File: src/rtl/debug_sequencer_if.sv
// Signal bundle between debug_sequencer and its UART / processor-core neighbours.
// The master modport is the sequencer side; slave is the environment side.
interface debug_sequencer_if #(
    parameter int UART_WIDTH     = 8,
    parameter int INST_WIDTH     = 32,
    parameter int IM_ADDR_LENGTH = 32,
    parameter int DM_ADDR_LENGTH = 32
) ();
    logic [UART_WIDTH-1:0]     rx_data;
    logic                      rx_done;
    logic                      tx_done;
    logic [UART_WIDTH-1:0]     tx_data;
    logic                      tx_start;
    logic                      halt_flag;
    logic [INST_WIDTH-1:0]     pc_value;
    logic [INST_WIDTH-1:0]     rf_data;
    logic [INST_WIDTH-1:0]     dm_data;
    logic [4:0]                rf_addr;
    logic [DM_ADDR_LENGTH-1:0] dm_addr;
    logic                      im_we;
    logic [IM_ADDR_LENGTH-1:0] im_addr;
    logic [INST_WIDTH-1:0]     im_data;
    logic                      cpu_enable;
    logic                      cpu_reset;
    logic                      busy;

    modport master (
        input  rx_data, rx_done, tx_done, halt_flag, pc_value, rf_data, dm_data,
        output tx_data, tx_start, rf_addr, dm_addr, im_we, im_addr, im_data,
               cpu_enable, cpu_reset, busy
    );

    modport slave (
        output rx_data, rx_done, tx_done, halt_flag, pc_value, rf_data, dm_data,
        input  tx_data, tx_start, rf_addr, dm_addr, im_we, im_addr, im_data,
               cpu_enable, cpu_reset, busy
    );
endinterface

File: src/rtl/debug_sequencer.sv
// UART-driven debug sequencer: loads instruction memory, runs or single-steps the
// core, and dumps PC, register file and data memory back over the transmitter.
module debug_sequencer #(
    parameter int UART_WIDTH     = 8,
    parameter int INST_WIDTH     = 32,
    parameter int IM_ADDR_LENGTH = 32,
    parameter int IM_DEPTH       = 256,
    parameter int RF_DEPTH       = 32,
    parameter int DM_ADDR_LENGTH = 32,
    parameter int DM_DEPTH       = 32
) (
    input  logic              clk,
    input  logic              reset,
    debug_sequencer_if.master bus
);
    localparam int CHARS    = INST_WIDTH / UART_WIDTH;
    localparam int WORDS    = 1 + RF_DEPTH + DM_DEPTH;
    localparam int CHAR_W   = $clog2(CHARS) + 1;
    localparam int IM_IDX_W = $clog2(IM_DEPTH) + 1;
    localparam int WORD_W   = $clog2(WORDS) + 1;

    localparam logic [UART_WIDTH-1:0] CMD_LOAD = UART_WIDTH'('h4C);
    localparam logic [UART_WIDTH-1:0] CMD_CONT = UART_WIDTH'('h43);
    localparam logic [UART_WIDTH-1:0] CMD_STEP = UART_WIDTH'('h53);
    localparam logic [UART_WIDTH-1:0] CMD_NEXT = UART_WIDTH'('h4E);
    localparam logic [UART_WIDTH-1:0] CMD_EXIT = UART_WIDTH'('h45);

    typedef enum logic [2:0] {
        S_IDLE, S_LOAD_BYTE, S_LOAD_WRITE, S_RUN,
        S_STEP_WAIT, S_STEP_EXEC, S_DUMP_SEND, S_DUMP_WAIT
    } state_t;

    state_t                r_state;
    state_t                w_next;
    logic [INST_WIDTH-1:0] r_asm;
    logic [CHAR_W-1:0]     r_byte_cnt;
    logic [IM_IDX_W-1:0]   r_im_idx;
    logic [INST_WIDTH-1:0] r_shift;
    logic [CHAR_W-1:0]     r_char_cnt;
    logic [WORD_W-1:0]     r_word_idx;
    logic                  r_step_mode;
    logic                  r_halt_seen;
    logic                  r_cpu_reset;

    logic                  w_rx;
    logic                  w_byte_last;
    logic                  w_char_last;
    logic                  w_dump_done;
    logic                  w_halted;
    logic                  w_in_dump;
    logic                  w_load_word;
    logic                  w_rf_sel;
    logic                  w_dm_sel;
    logic [INST_WIDTH-1:0] w_dump_word;

    // A transmitter completion always wins; a coincident received byte is dropped.
    assign w_rx        = bus.rx_done && !bus.tx_done;
    assign w_byte_last = (r_byte_cnt == CHAR_W'(CHARS - 1));
    assign w_char_last = (r_char_cnt == CHAR_W'(CHARS - 1));
    assign w_dump_done = (r_word_idx == WORD_W'(WORDS));
    assign w_halted    = r_halt_seen || bus.halt_flag;
    assign w_in_dump   = (r_state == S_DUMP_SEND) || (r_state == S_DUMP_WAIT);

    // r_word_idx names the next word to capture, so the read addresses settle
    // while the previous word is still being transmitted.
    assign w_rf_sel    = (r_word_idx != '0) && (r_word_idx <= WORD_W'(RF_DEPTH));
    assign w_dm_sel    = (r_word_idx > WORD_W'(RF_DEPTH)) && (r_word_idx < WORD_W'(WORDS));
    assign w_dump_word = w_rf_sel ? bus.rf_data : (w_dm_sel ? bus.dm_data : bus.pc_value);
    assign w_load_word = ((r_state == S_RUN) && bus.halt_flag) || (r_state == S_STEP_EXEC) ||
                         ((r_state == S_DUMP_WAIT) && bus.tx_done && w_char_last && !w_dump_done);

    // NOTE: next state gets its default before the case so no path infers a latch.
    always_comb begin
        w_next = r_state;
        unique case (r_state)
            S_IDLE: begin
                if (w_rx) begin
                    if (bus.rx_data == CMD_LOAD)      w_next = S_LOAD_BYTE;
                    else if (bus.rx_data == CMD_CONT) w_next = S_RUN;
                    else if (bus.rx_data == CMD_STEP) w_next = S_STEP_WAIT;
                end
            end
            S_LOAD_BYTE:  if (w_rx && w_byte_last) w_next = S_LOAD_WRITE;
            S_LOAD_WRITE: w_next = ((&r_asm) || (r_im_idx == IM_IDX_W'(IM_DEPTH - 1))) ? S_IDLE : S_LOAD_BYTE;
            S_RUN:        if (bus.halt_flag) w_next = S_DUMP_SEND;
            S_STEP_WAIT: begin
                if (w_rx) begin
                    if (bus.rx_data == CMD_NEXT)      w_next = S_STEP_EXEC;
                    else if (bus.rx_data == CMD_EXIT) w_next = S_IDLE;
                end
            end
            S_STEP_EXEC:  w_next = S_DUMP_SEND;
            S_DUMP_SEND:  w_next = S_DUMP_WAIT;
            S_DUMP_WAIT: begin
                if (bus.tx_done) begin
                    if (w_char_last && w_dump_done) w_next = (r_step_mode && !w_halted) ? S_STEP_WAIT : S_IDLE;
                    else                            w_next = S_DUMP_SEND;
                end
            end
            default:      w_next = S_IDLE;
        endcase
    end

    // NOTE: state registers use non-blocking assignments so every update sees pre-edge values.
    always_ff @(posedge clk or posedge reset) begin
        if (reset) begin
            r_state     <= S_IDLE;
            r_asm       <= '0;
            r_byte_cnt  <= '0;
            r_im_idx    <= '0;
            r_shift     <= '0;
            r_char_cnt  <= '0;
            r_word_idx  <= '0;
            r_step_mode <= 1'b0;
            r_halt_seen <= 1'b0;
            r_cpu_reset <= 1'b0;
        end else begin
            r_state     <= w_next;
            r_cpu_reset <= 1'b0;
            if ((r_state == S_IDLE) && w_rx) begin
                r_step_mode <= (bus.rx_data == CMD_STEP);
                if (bus.rx_data == CMD_LOAD) begin
                    r_cpu_reset <= 1'b1;
                    r_im_idx    <= '0;
                    r_asm       <= '0;
                    r_byte_cnt  <= '0;
                end
            end
            if ((r_state == S_LOAD_BYTE) && w_rx) begin
                r_asm      <= (r_asm << UART_WIDTH) | INST_WIDTH'(bus.rx_data);
                r_byte_cnt <= w_byte_last ? '0 : r_byte_cnt + CHAR_W'(1);
            end
            if (r_state == S_LOAD_WRITE) r_im_idx <= r_im_idx + IM_IDX_W'(1);
            if (r_state == S_STEP_EXEC)             r_halt_seen <= bus.halt_flag;
            else if (w_in_dump && bus.halt_flag)    r_halt_seen <= 1'b1;
            if (w_load_word) begin
                r_shift    <= w_dump_word;
                r_word_idx <= r_word_idx + WORD_W'(1);
                r_char_cnt <= '0;
            end else if ((r_state == S_DUMP_WAIT) && bus.tx_done) begin
                if (w_char_last) begin
                    r_shift    <= '0;
                    r_word_idx <= '0;
                    r_char_cnt <= '0;
                end else begin
                    r_shift    <= r_shift << UART_WIDTH;
                    r_char_cnt <= r_char_cnt + CHAR_W'(1);
                end
            end
        end
    end

    assign bus.tx_start   = (r_state == S_DUMP_SEND);
    assign bus.tx_data    = r_shift[INST_WIDTH-1 -: UART_WIDTH];
    assign bus.im_we      = (r_state == S_LOAD_WRITE);
    assign bus.im_addr    = IM_ADDR_LENGTH'(r_im_idx);
    assign bus.im_data    = r_asm;
    assign bus.cpu_enable = ((r_state == S_RUN) && !bus.halt_flag) || (r_state == S_STEP_EXEC);
    assign bus.cpu_reset  = r_cpu_reset;
    assign bus.busy       = (r_state != S_IDLE);
    assign bus.rf_addr    = w_rf_sel ? 5'(r_word_idx - WORD_W'(1)) : 5'd0;
    assign bus.dm_addr    = w_dm_sel ? DM_ADDR_LENGTH'(r_word_idx - WORD_W'(RF_DEPTH + 1)) : '0;
endmodule

File: src/flat_wrapper.sv
// flat-port wrapper written by rule: the top's interface ports become plain ports
module debug_sequencer_flat 
#(
    parameter int UART_WIDTH     = 8,
    parameter int INST_WIDTH     = 32,
    parameter int IM_ADDR_LENGTH = 32,
    parameter int IM_DEPTH       = 256,
    parameter int RF_DEPTH       = 32,
    parameter int DM_ADDR_LENGTH = 32,
    parameter int DM_DEPTH       = 32
)
  (clk, reset, bus_rx_data, bus_rx_done, bus_tx_done, bus_halt_flag, bus_pc_value, bus_rf_data, bus_dm_data, bus_tx_data, bus_tx_start, bus_rf_addr, bus_dm_addr, bus_im_we, bus_im_addr, bus_im_data, bus_cpu_enable, bus_cpu_reset, bus_busy);
  debug_sequencer_if #(.UART_WIDTH(UART_WIDTH), .INST_WIDTH(INST_WIDTH), .IM_ADDR_LENGTH(IM_ADDR_LENGTH), .DM_ADDR_LENGTH(DM_ADDR_LENGTH)) bus_i ();
  input  logic clk;
  input  logic reset;
  input wire logic [$bits(bus_i.rx_data)-1:0] bus_rx_data;
  input wire logic [$bits(bus_i.rx_done)-1:0] bus_rx_done;
  input wire logic [$bits(bus_i.tx_done)-1:0] bus_tx_done;
  input wire logic [$bits(bus_i.halt_flag)-1:0] bus_halt_flag;
  input wire logic [$bits(bus_i.pc_value)-1:0] bus_pc_value;
  input wire logic [$bits(bus_i.rf_data)-1:0] bus_rf_data;
  input wire logic [$bits(bus_i.dm_data)-1:0] bus_dm_data;
  output wire logic [$bits(bus_i.tx_data)-1:0] bus_tx_data;
  output wire logic [$bits(bus_i.tx_start)-1:0] bus_tx_start;
  output wire logic [$bits(bus_i.rf_addr)-1:0] bus_rf_addr;
  output wire logic [$bits(bus_i.dm_addr)-1:0] bus_dm_addr;
  output wire logic [$bits(bus_i.im_we)-1:0] bus_im_we;
  output wire logic [$bits(bus_i.im_addr)-1:0] bus_im_addr;
  output wire logic [$bits(bus_i.im_data)-1:0] bus_im_data;
  output wire logic [$bits(bus_i.cpu_enable)-1:0] bus_cpu_enable;
  output wire logic [$bits(bus_i.cpu_reset)-1:0] bus_cpu_reset;
  output wire logic [$bits(bus_i.busy)-1:0] bus_busy;
  assign bus_i.rx_data = bus_rx_data;
  assign bus_i.rx_done = bus_rx_done;
  assign bus_i.tx_done = bus_tx_done;
  assign bus_i.halt_flag = bus_halt_flag;
  assign bus_i.pc_value = bus_pc_value;
  assign bus_i.rf_data = bus_rf_data;
  assign bus_i.dm_data = bus_dm_data;
  assign bus_tx_data = bus_i.tx_data;
  assign bus_tx_start = bus_i.tx_start;
  assign bus_rf_addr = bus_i.rf_addr;
  assign bus_dm_addr = bus_i.dm_addr;
  assign bus_im_we = bus_i.im_we;
  assign bus_im_addr = bus_i.im_addr;
  assign bus_im_data = bus_i.im_data;
  assign bus_cpu_enable = bus_i.cpu_enable;
  assign bus_cpu_reset = bus_i.cpu_reset;
  assign bus_busy = bus_i.busy;
  debug_sequencer #(.UART_WIDTH(UART_WIDTH), .INST_WIDTH(INST_WIDTH), .IM_ADDR_LENGTH(IM_ADDR_LENGTH), .IM_DEPTH(IM_DEPTH), .RF_DEPTH(RF_DEPTH), .DM_ADDR_LENGTH(DM_ADDR_LENGTH), .DM_DEPTH(DM_DEPTH)) u_core (.clk(clk), .reset(reset), .bus(bus_i));
endmodule
File: config.mk
export PLATFORM = sky130hd
export DESIGN_NAME = debug_sequencer_flat
export DESIGN_NICKNAME = d
export VERILOG_FILES = /design/src/rtl/debug_sequencer_if.sv /design/src/rtl/debug_sequencer.sv /design/src/flat_wrapper.sv
export SDC_FILE = /design/constraint.sdc
export NUM_CORES = 1
export LEC_CHECK = 0
export CORE_MARGIN = 8
export CORE_UTILIZATION = 45
export DETAILED_ROUTE_END_ITERATION = 7
export GPL_ROUTABILITY_DRIVEN = 0
export PLACE_DENSITY = 0.81
export SLEW_MARGIN = 5
export SYNTH_ARGS = -nofsm -noshare
export SYNTH_HDL_FRONTEND = slang
export SYNTH_SLANG_ARGS = --single-unit
File: constraint.sdc
create_clock -name clk -period 4.7 [get_ports clk]
set_input_delay 1.41 -clock clk [delete_from_list [all_inputs] [get_ports clk]]
set_output_delay 1.41 -clock clk [all_outputs]
set_load 0.01 [all_outputs]
==> flow_summary_export.csv, run 1 <==
group,metric,value,unit
synthesis,synth_top_family_by_area,"simple AND/OR/NAND/NOR gates",
worst_setup_path,critPathRequiredTime,3.29,ns
timing,hold_viol,0,
synthesis,synth_compound_area_frac,0.164,
clock_tree,cts_root_buf,"clkbuf_16",
worst_setup_path,path_cells,"inv_1 > ha_1 > or4b_4 > a32oi_4 > buf_4 > and3b_1 > clkdlybuf4s50_1",
worst_setup_path,crit_arrival,3.03,ns
clock_tree,cts_tree,"done",
clock_tree,holdBufCountCts,0,
clock_tree,clkSinkCount,93,
die,die_area,0.0165,sq mm
clock_tree,numCtsBuffers,9,
timing,fin_crit,4.44,ns
synthesis,syn_inst,643,
die,ios,223,
power_and_ir_drop,p_per_area,284,mW/mm^2
worst_setup_path,crit_path_top_delay_cell,"or4b_4",
worst_setup_path,crit_path_end_kind,"primary output",
synthesis,syn_area,0.00568,sq mm
routing,ant_nets,0,
outcome,outcome,"finished, final reports clean",
timing,setup_viol,0,
placement,numPortBuffers,199,
synthesis,synthMuxAreaShare,0.0768,
power_and_ir_drop,vdd_ir_drop_max,0.000170,V
placement,dp_hpwl,13.2,mm
worst_setup_path,path_buf_inv,3,
routing,finalWirelength,17.1,mm
die,core,0.0125,sq mm
worst_hold_path,min_from,"u_core.r_shift[2]",
timing,slew_headroom,0.279,
clock_tree,postCtsSetupBuffers,0,
synthesis,ys_seq_area_frac,0.409,
layout,post-route-util,0.623,
routing,wl_per_cell,17.7,um
routing,first_iter_violations,340,
timing,drv_slew,0,
layout,drive_gt1_frac,0.0613,
grt,grtUsageTotal,0.201,
routing,vias,5205,
die,start_util,0.456,
synthesis,yosys_warnings,0,
layout,area_growth_syn_to_layout,36.6,%
grt,grt_pass1_wl,26.8,mm
clock_tree,cts.clk_slew.worst_paths,0.07,ns
routing,vias_per_cell,5.36,
power_and_ir_drop,p_leak,3.37,nW
flow_run,max_cap_violations,0,
grt,grt_remaining_overflow,0,
timing,rsz0062_at_grt,"no",
worst_setup_path,startpoint_type,"flop",
grt,antenna_found_initial,0,
layout,antenna_cells,0,
synthesis,synth_enable_flop_cells,0,
worst_setup_path,critPathMaxStageDelay,0.51,ns
synthesis,synth_flop_cell,"dfrtp_1",
layout,nets,911,
synthesis,synth-seq-cells,93,
worst_setup_path,reg2reg_from,"u_core.r_word_idx[0]",
synthesis,syn_avg_cell_area,8.84,sq um
worst_hold_path,hp-class,"reg -> reg",
die,die_y,128,um
routing,drt-pass1-iter-count,5,
synthesis,ys_async_sr_fraction,1.00,
worst_setup_path,cp_max_fo,40,
layout,multi_input_area,0.00280,sq mm
synthesis,ys_types,59,
timing,worst_pin_slew,1.08,ns
clock_tree,worstSkewPairLatency,0.34,ns
die,rows,41,
layout,fillers,1057,
timing,tns,0,ns
clock_tree,htreeDepth,3,
routing,drc,0,
layout,final_cell_mix,"clkdlybuf4s50_1 (199), nand2_1 (112), dfrtp_1 (93), nor2_1 (57), o21ai_0 (41)",
worst_setup_path,critPathLaunch,"u_core.r_word_idx[0]",
worst_setup_path,worstSetupPathType,"reg -> out",
timing,fin_crit_sh,0.945,
grt,grt_pass1_vias,5234,
die,fp.dieW,128,um
worst_setup_path,path_delay_family,"buffers and inverters",
synthesis,synth_xor_area_frac,0.0185,
timing,fmax,0.225,GHz
clock_tree,ctsLongestPathBuffers,2,
synthesis,synthAdderAreaFrac,0.0176,
grt,grt_max_degree,43,
layout,seqCellArea,0.00233,sq mm
layout,final_common_cell,"clkdlybuf4s50_1",
timing,fin_skew,0.00664,ns
synthesis,synth-simple-area-share,0.198,
final cells by class:
cell class                 instances  share of cell area
multi-input combinational        467               0.361
clock buffer                       9              0.0290
sequential                        93               0.300
inverter                          12             0.00596
timing repair buffer             211               0.268
tap                              172              0.0277
clock inverter                     7             0.00838
flip-flops by register name, indices dropped and copies added, names as in the netlist:
name / flops
u_core.bus.im_data: 32
u_core.r_shift: 32
u_core.r_im_idx: 9
u_core.r_word_idx: 8
u_core.r_byte_cnt: 3
u_core.r_char_cnt: 3
u_core.r_state: 3
u_core.bus.cpu_reset: 1
u_core.r_halt_seen: 1
u_core.r_step_mode: 1
synth_stat cells, types with 6 or more instances:
cell        n  share of area
clkbuf_1   25          0.017
o221ai_1   22          0.034
a211oi_1   10          0.013
mux2i_1    11          0.019
buf_2       8         0.0070
o21ai_0    41          0.036
mux2_2      6          0.012
a21oi_1    31          0.027
buf_4      55          0.073
dfrtp_1    93           0.41
nand3_1    16          0.014
nor3_1      6         0.0053
a21o_1     11          0.015
nand4_1    12          0.013
mux2_1     21          0.042
xnor2_1     9          0.014
and3_1     10          0.011
nor2_1     58          0.038
ha_1        8          0.018
inv_1      11         0.0073
nand2_1   112          0.074
logic make-up after synthesis:
family	Yosys count
AND/OR/NAND/NOR	243
AO/OA/AOI/OAI	142
buffers and inverters	105
flip-flops	93
multiplexers	39
XOR/XNOR	12
adder cells (fa/ha/maj)	8
other	1
path summary, 6_finish.rpt:
check	cells after the start	slack, ns	end
worst min-delay path	1	0.48	u_core.r_shift[2]
worst max-delay path	7	0.26	bus_dm_addr[5]
min in group asynchronous	2	1.28	u_core.r_shift[19]
max in group asynchronous	3	2.64	u_core.bus.im_data[2]
worst min register to register	1	0.48	u_core.r_shift[2]
worst max register to register	8	1.78	u_core.r_shift[26]
through the flow:
step | hold slack (ns) | std cells | worst slack (ns) | instance area, sq um | total power [mW]
floorplan | 0.441 | 665 | 0.842 | 5770 | 1.29
global placement | 0.463 | 955 | 0.536 | 7470 | 1.49
detailed placement | 0.470 | 955 | 0.332 | 7470 | 1.52
CTS | 0.484 | 971 | 0.233 | 7760 | 2.23
global route | 0.505 | 971 | 0.0679 | 7760 | 2.32
finish | 0.480 | 971 | 0.258 | 7760 | 2.21
where the power goes:
| part | switching (mW) | internal [mW] |
|---|---|---|
| sequential | 0.0977 | 0.910 |
| combinational | 0.222 | 0.267 |
| clock | 0.337 | 0.372 |
routing by layer:
layer | part of all wire | global-route usage | vias up
met3 | 0.085 | 0.0496 | 22
met5 | 0 | 0 | -
met4 | 0.015 | 0.0692 | 0
li1 | - | - | 2476
met1 | 0.42 | 0.252 | 2471
met2 | 0.48 | 0.331 | 236
timing repair:
action	4_1_cts	5_1_grt
endpoints found under the setup margin	24	0
hold endpoints to repair	0	0
gates resized for setup	1	0
Note: power is estimated with default switching activity, not from simulation.
==> run 2, diff against run 1 <==
--- a/config.mk
+++ b/config.mk
@@ -9,7 +9,7 @@
 export CORE_UTILIZATION = 45
 export DETAILED_ROUTE_END_ITERATION = 7
 export GPL_ROUTABILITY_DRIVEN = 0
-export PLACE_DENSITY = 0.81
+export PLACE_DENSITY = 0.82
 export SLEW_MARGIN = 5
 export SYNTH_ARGS = -nofsm -noshare
 export SYNTH_HDL_FRONTEND = slang
==> run 2 against run 1 <==
Compared with the run above:
- critical endpoint unchanged
- largest cell class unchanged
- die area unchanged
- via count increased by 0.37%
- largest power group unchanged
- clock-buffer cell count is the same
- sequential share of layout area is essentially flat
- wire length is essentially flat
- sequential cell count is the same
- register-to-register slack worse by 0.10 ns
- cell count is 0.10% lower
==> flow_summary_export.csv, run 2 (same netlist as run 1, synthesis figures left out) <==
group,metric,value,unit
outcome,outcome,"finished, final reports clean",
layout,seqCellArea,0.00233,sq mm
routing,drt-pass1-iter-count,5,
clock_tree,cts.clk_slew.worst_paths,0.07,ns
clock_tree,holdBufCountCts,0,
timing,fmax,0.223,GHz
flow_run,max_cap_violations,0,
routing,first_iter_violations,408,
timing,worst_pin_slew,1.19,ns
routing,finalWirelength,17.1,mm
routing,drc,0,
layout,fillers,1036,
layout,multi_input_area,0.00280,sq mm
power_and_ir_drop,clkPwrFrac,0.321,
grt,grtUsageTotal,0.204,
die,ios,223,
worst_hold_path,hp-class,"reg -> reg",
placement,dp_worst_setup_slack,0.267,ns
worst_setup_path,startpoint_type,"flop",
timing,fin_skew,0.00657,ns
placement,numPortBuffers,199,
timing,rsz0062_at_grt,"no",
die,rows,41,
timing,tns,0,ns
clock_tree,worstSkewPairLatency,0.34,ns
layout,final_cell_mix,"clkdlybuf4s50_1 (199), nand2_1 (112), dfrtp_1 (93), nor2_1 (57), o21ai_0 (41)",
die,start_util,0.456,
clock_tree,htreeDepth,3,
worst_setup_path,critPathRequiredTime,3.29,ns
grt,grt_pass1_vias,5270,
power_and_ir_drop,p_total,2.20,mW
timing,hold_viol,0,
timing,fin_crit_sh,0.955,
worst_setup_path,reg2reg_setup_slack,1.68,ns
power_and_ir_drop,p_per_area,284,mW/mm^2
die,fp.dieW,128,um
clock_tree,numCtsBuffers,9,
die,die_area,0.0165,sq mm
layout,post-route-util,0.623,
timing,fin_ws,0.211,ns
grt,grt_max_degree,94,
routing,wl_per_cell,17.7,um
placement,dp_hpwl,13.0,mm
power_and_ir_drop,net-switching-power,655,uW
clock_tree,cts_tree,"done",
clock_tree,ctsLongestPathBuffers,2,
power_and_ir_drop,vdd_ir_drop_max,0.000216,V
layout,drive_gt1_frac,0.0602,
power_and_ir_drop,comb_power_share,0.222,
clock_tree,clkSinkCount,93,
worst_setup_path,crit_arrival,3.08,ns
power_and_ir_drop,seq_power_share,0.457,
die,core,0.0125,sq mm
clock_tree,cts_resized,1,
clock_tree,cts_root_buf,"clkbuf_16",
grt,antenna_found_initial,0,
clock_tree,postCtsSetupBuffers,0,
layout,nets,910,
power_and_ir_drop,swShare,0.297,
routing,vias,5224,
worst_setup_path,worstSetupPathType,"reg -> out",
routing,vias_per_cell,5.39,
timing,fin_hold_ws,0.483,ns
power_and_ir_drop,p_int,1.55,mW
timing,slew_headroom,0.205,
timing,fin_crit,4.49,ns
grt,grt_remaining_overflow,0,
grt,grt_pass1_wl,27.3,mm
layout,antenna_cells,0,
die,die_y,128,um
layout,final_common_cell,"clkdlybuf4s50_1",
routing,ant_nets,0,
timing,setup_viol,0,
worst_setup_path,cp_max_fo,40,
power_and_ir_drop,p_leak,3.37,nW
layout,area_growth_syn_to_layout,36.7,%
timing,drv_slew,0,
worst_setup_path,crit_path_end_kind,"primary output",
## run 2: changes by cell type in the layout (fill, tap and decap cells not counted), sizes merged
| cell | change |
|---|---|
| buf | -1 |
## run 2: path summary, 6_finish.rpt
path	end	start	cells past startpoint
worst min register to register	u_core.r_shift[7]	u_core.r_shift[7]	1
worst max-delay path	bus_dm_addr[5]	u_core.r_word_idx[0]	7
max in group asynchronous	u_core.r_im_idx[8]	reset	3
worst max register to register	u_core.r_shift[28]	u_core.r_word_idx[0]	8
worst min-delay path	u_core.r_shift[7]	u_core.r_shift[7]	1
min in group asynchronous	u_core.r_shift[30]	reset	3
## run 2: stage by stage
step	cells	instance area (sq um)
floorplan	665	5770
global placement	954	7480
detailed placement	954	7480
CTS	970	7770
global route	970	7770
finish	970	7770
## run 2: layout make-up
| class | instances | area share |
|---|---|---|
| Multi-Input combinational cell | 467 | 0.361 |
| Sequential cell | 93 | 0.300 |
| Clock inverter | 7 | 0.00837 |
| Timing Repair Buffer | 210 | 0.269 |
| Clock buffer | 9 | 0.0290 |
| Tap cell | 172 | 0.0277 |
| Inverter | 12 | 0.00596 |
## run 2: power by group through the flow
| stage | Clock, mW | Combinational, mW | Sequential [mW] |
|---|---|---|---|
| 2_1_floorplan | 0 | 0.308 | 0.981 |
| 3_3_place_gp | 0 | 0.479 | 1.02 |
| 3_5_place_dp | 0 | 0.495 | 1.02 |
| 4_1_cts | 0.725 | 0.498 | 1.01 |
| 5_1_grt | 0.757 | 0.541 | 1.02 |
| 6_report | 0.707 | 0.490 | 1.01 |
## run 2: routing by layer
| layer | global-route usage | wire length, um |
|---|---|---|
| met5 | 0 | 0 |
| met4 | 0.0615 | 248 |
| met3 | 0.0674 | 1590 |
| met1 | 0.254 | 7260 |
| met2 | 0.328 | 8030 |
## run 2: critical path, stage by stage (launching register included)
cell,delay (ns)
dfrtp_1,0.48
inv_1,0.15
ha_1,0.18
or4b_4,0.52
a32oi_4,0.20
buf_4,0.47
and3b_1,0.24
clkdlybuf4s50_1,0.49
==> run 3, diff against run 2 <==
--- a/config.mk
+++ b/config.mk
@@ -5,7 +5,6 @@
 export SDC_FILE = /design/constraint.sdc
 export NUM_CORES = 1
 export LEC_CHECK = 0
-export CORE_MARGIN = 8
 export CORE_UTILIZATION = 45
 export DETAILED_ROUTE_END_ITERATION = 7
 export GPL_ROUTABILITY_DRIVEN = 0
==> run 3 against run 2 <==
Compared with the run above:
- final area grew 0.11%
- maximum frequency grew 1.2%
- wire length shrank 13%
- power about the same
- largest cell class unchanged
==> flow_summary_export.csv, run 3 (same netlist as run 1, synthesis figures left out) <==
group,metric,value,unit
outcome,outcome,"finished, final reports clean",
worst_setup_path,worstSetupPathType,"reg -> out",
routing,drt-pass1-iter-count,5,
die,start_util,0.467,
routing,finalWirelength,14.9,mm
layout,final_common_cell,"clkdlybuf4s50_1",
power_and_ir_drop,seq_power_share,0.453,
power_and_ir_drop,p_leak,3.38,nW
layout,antenna_cells,0,
timing,tns,0,ns
worst_setup_path,path_buf_inv,2,
timing,fin_crit,4.44,ns
clock_tree,cts_tree,"done",
flow_run,max_cap_violations,0,
die,ios,223,
worst_setup_path,crit_arrival,3.03,ns
timing,fin_skew,0.00629,ns
die,core,0.0122,sq mm
grt,antenna_found_initial,0,
layout,nets,910,
die,rows,40,
worst_hold_path,hp-class,"reg -> reg",
worst_setup_path,critPathMaxStageDelay,0.69,ns
placement,dp_hpwl,11.1,mm
layout,fin_cells,966,
worst_setup_path,startpoint_type,"flop",
routing,vias,5118,
clock_tree,ctsLongestPathBuffers,2,
clock_tree,numCtsBuffers,9,
power_and_ir_drop,vdd_ir_drop_max,0.000174,V
grt,grtUsageTotal,0.226,
power_and_ir_drop,comb_power_share,0.216,
grt,grt_pass1_vias,4960,
grt,grt_remaining_overflow,0,
power_and_ir_drop,net-switching-power,616,uW
placement,dp.cells,950,
timing,fin_crit_sh,0.944,
timing,hold_viol,0,
routing,first_iter_violations,298,
layout,area_growth_syn_to_layout,36.8,%
clock_tree,worstSkewPairLatency,0.33,ns
worst_setup_path,path_delay_family,"buffers and inverters",
worst_setup_path,crit_path_top_delay_cell,"clkdlybuf4s50_1",
clock_tree,cts.clk_slew.worst_paths,0.07,ns
routing,ant_nets,0,
power_and_ir_drop,p_int,1.59,mW
layout,drive_gt1_frac,0.0602,
routing,wl_per_cell,15.4,um
worst_setup_path,cp_max_fo,24,
timing,fmax,0.225,GHz
die,die_area,0.0131,sq mm
placement,numPortBuffers,199,
layout,fillers,1044,
placement,dp_worst_setup_slack,0.214,ns
worst_setup_path,critPathRequiredTime,3.29,ns
die,fp.dieW,114,um
layout,final_cell_mix,"clkdlybuf4s50_1 (199), nand2_1 (112), dfrtp_1 (93), nor2_1 (57), o21ai_0 (41)",
timing,slew_headroom,0.313,
power_and_ir_drop,p_per_area,283,mW/mm^2
timing,fin_ws,0.262,ns
power_and_ir_drop,swShare,0.279,
timing,rsz0062_at_grt,"no",
clock_tree,htreeDepth,3,
routing,drc,0,
worst_setup_path,path_cells,"inv_1 > ha_1 > nand2_1 > o21ai_0 > xnor2_1 > nor2_2 > clkdlybuf4s50_1",
die,die_y,114,um
timing,setup_viol,0,
clock_tree,clkSinkCount,93,
power_and_ir_drop,clkPwrFrac,0.331,
grt,grt_pass1_wl,23.6,mm
clock_tree,cts_root_buf,"clkbuf_16",
routing,vias_per_cell,5.30,
timing,drv_slew,0,
grt,grt_max_degree,53,
timing,worst_pin_slew,1.03,ns
worst_setup_path,crit_path_end_kind,"primary output",
run 3: metal layers:
metal  global-route usage  vias to the layer above  routed length [um]
met4               0.0727                        0                 202
met2                0.412                      164                7850
met5                    0                        -                   0
met3               0.0429                       14                 819
met1                0.266                     2471                6020
li1                     -                     2469                   -
run 3: path summary, 6_finish.rpt:
path	depth (start not counted)	to	startpoint	slack [ns]
setup / recovery	7	bus_dm_addr[20]	u_core.r_word_idx[0]	0.26
hold / removal	1	u_core.r_shift[7]	u_core.r_shift[7]	0.48
setup reg to reg	8	u_core.r_shift[13]	u_core.r_word_idx[0]	1.69
hold reg to reg	1	u_core.r_shift[7]	u_core.r_shift[7]	0.48
max in group asynchronous	3	u_core.r_char_cnt[0]	reset	2.47
min in group asynchronous	2	u_core.bus.im_data[30]	reset	1.49
run 3: worst register-to-register path, delay by kind of cell (launching register included):
kind / cells / cell delay, ns
AO/OA/AOI/OAI: 2 / 0.56
multiplexers: 1 / 0.26
adder cells (fa/ha/maj): 1 / 0.15
buffers and inverters: 2 / 0.43
flip-flops: 1 / 0.48
AND/OR/NAND/NOR: 2 / 1.01
run 3: area by class of cell:
| type | instances | area [sq um] | area share |
|---|---|---|---|
| Inverter | 12 | 46.3 | 0.00595 |
| Timing Repair Buffer | 210 | 2090 | 0.268 |
| Sequential cell | 93 | 2330 | 0.299 |
| Clock buffer | 12 | 267 | 0.0343 |
| Clock inverter | 4 | 37.5 | 0.00483 |
| Multi-Input combinational cell | 467 | 2800 | 0.360 |
| Tap cell | 168 | 210 | 0.0270 |
run 3: timing repair:
item	4_1_cts	5_1_grt
buffers inserted	0	0
setup endpoints to repair	24	0
gates resized for setup	1	0
hold buffers	0	0
run 3: through the flow:
| stage | utilization | power (mW) | cell area (sq um) | hold WS [ns] |
|---|---|---|---|---|
| 4_1_cts | 0.640 | 2.22 | 7780 | 0.484 |
| 3_3_place_gp | 0.614 | 1.47 | 7470 | 0.465 |
| 3_5_place_dp | 0.614 | 1.49 | 7470 | 0.467 |
| 5_1_grt | 0.640 | 2.32 | 7780 | 0.502 |
| 6_report | 0.640 | 2.20 | 7780 | 0.483 |
| 2_1_floorplan | - | 1.29 | 5770 | 0.441 |
run 3: power by group through the flow:
stage	clock, mW	combinational (mW)	sequential, mW
global placement	0	0.467	1.01
detailed placement	0	0.480	1.01
global route	0.773	0.531	1.02
floorplan	0	0.308	0.981
CTS	0.741	0.482	0.997
finish	0.730	0.476	0.998
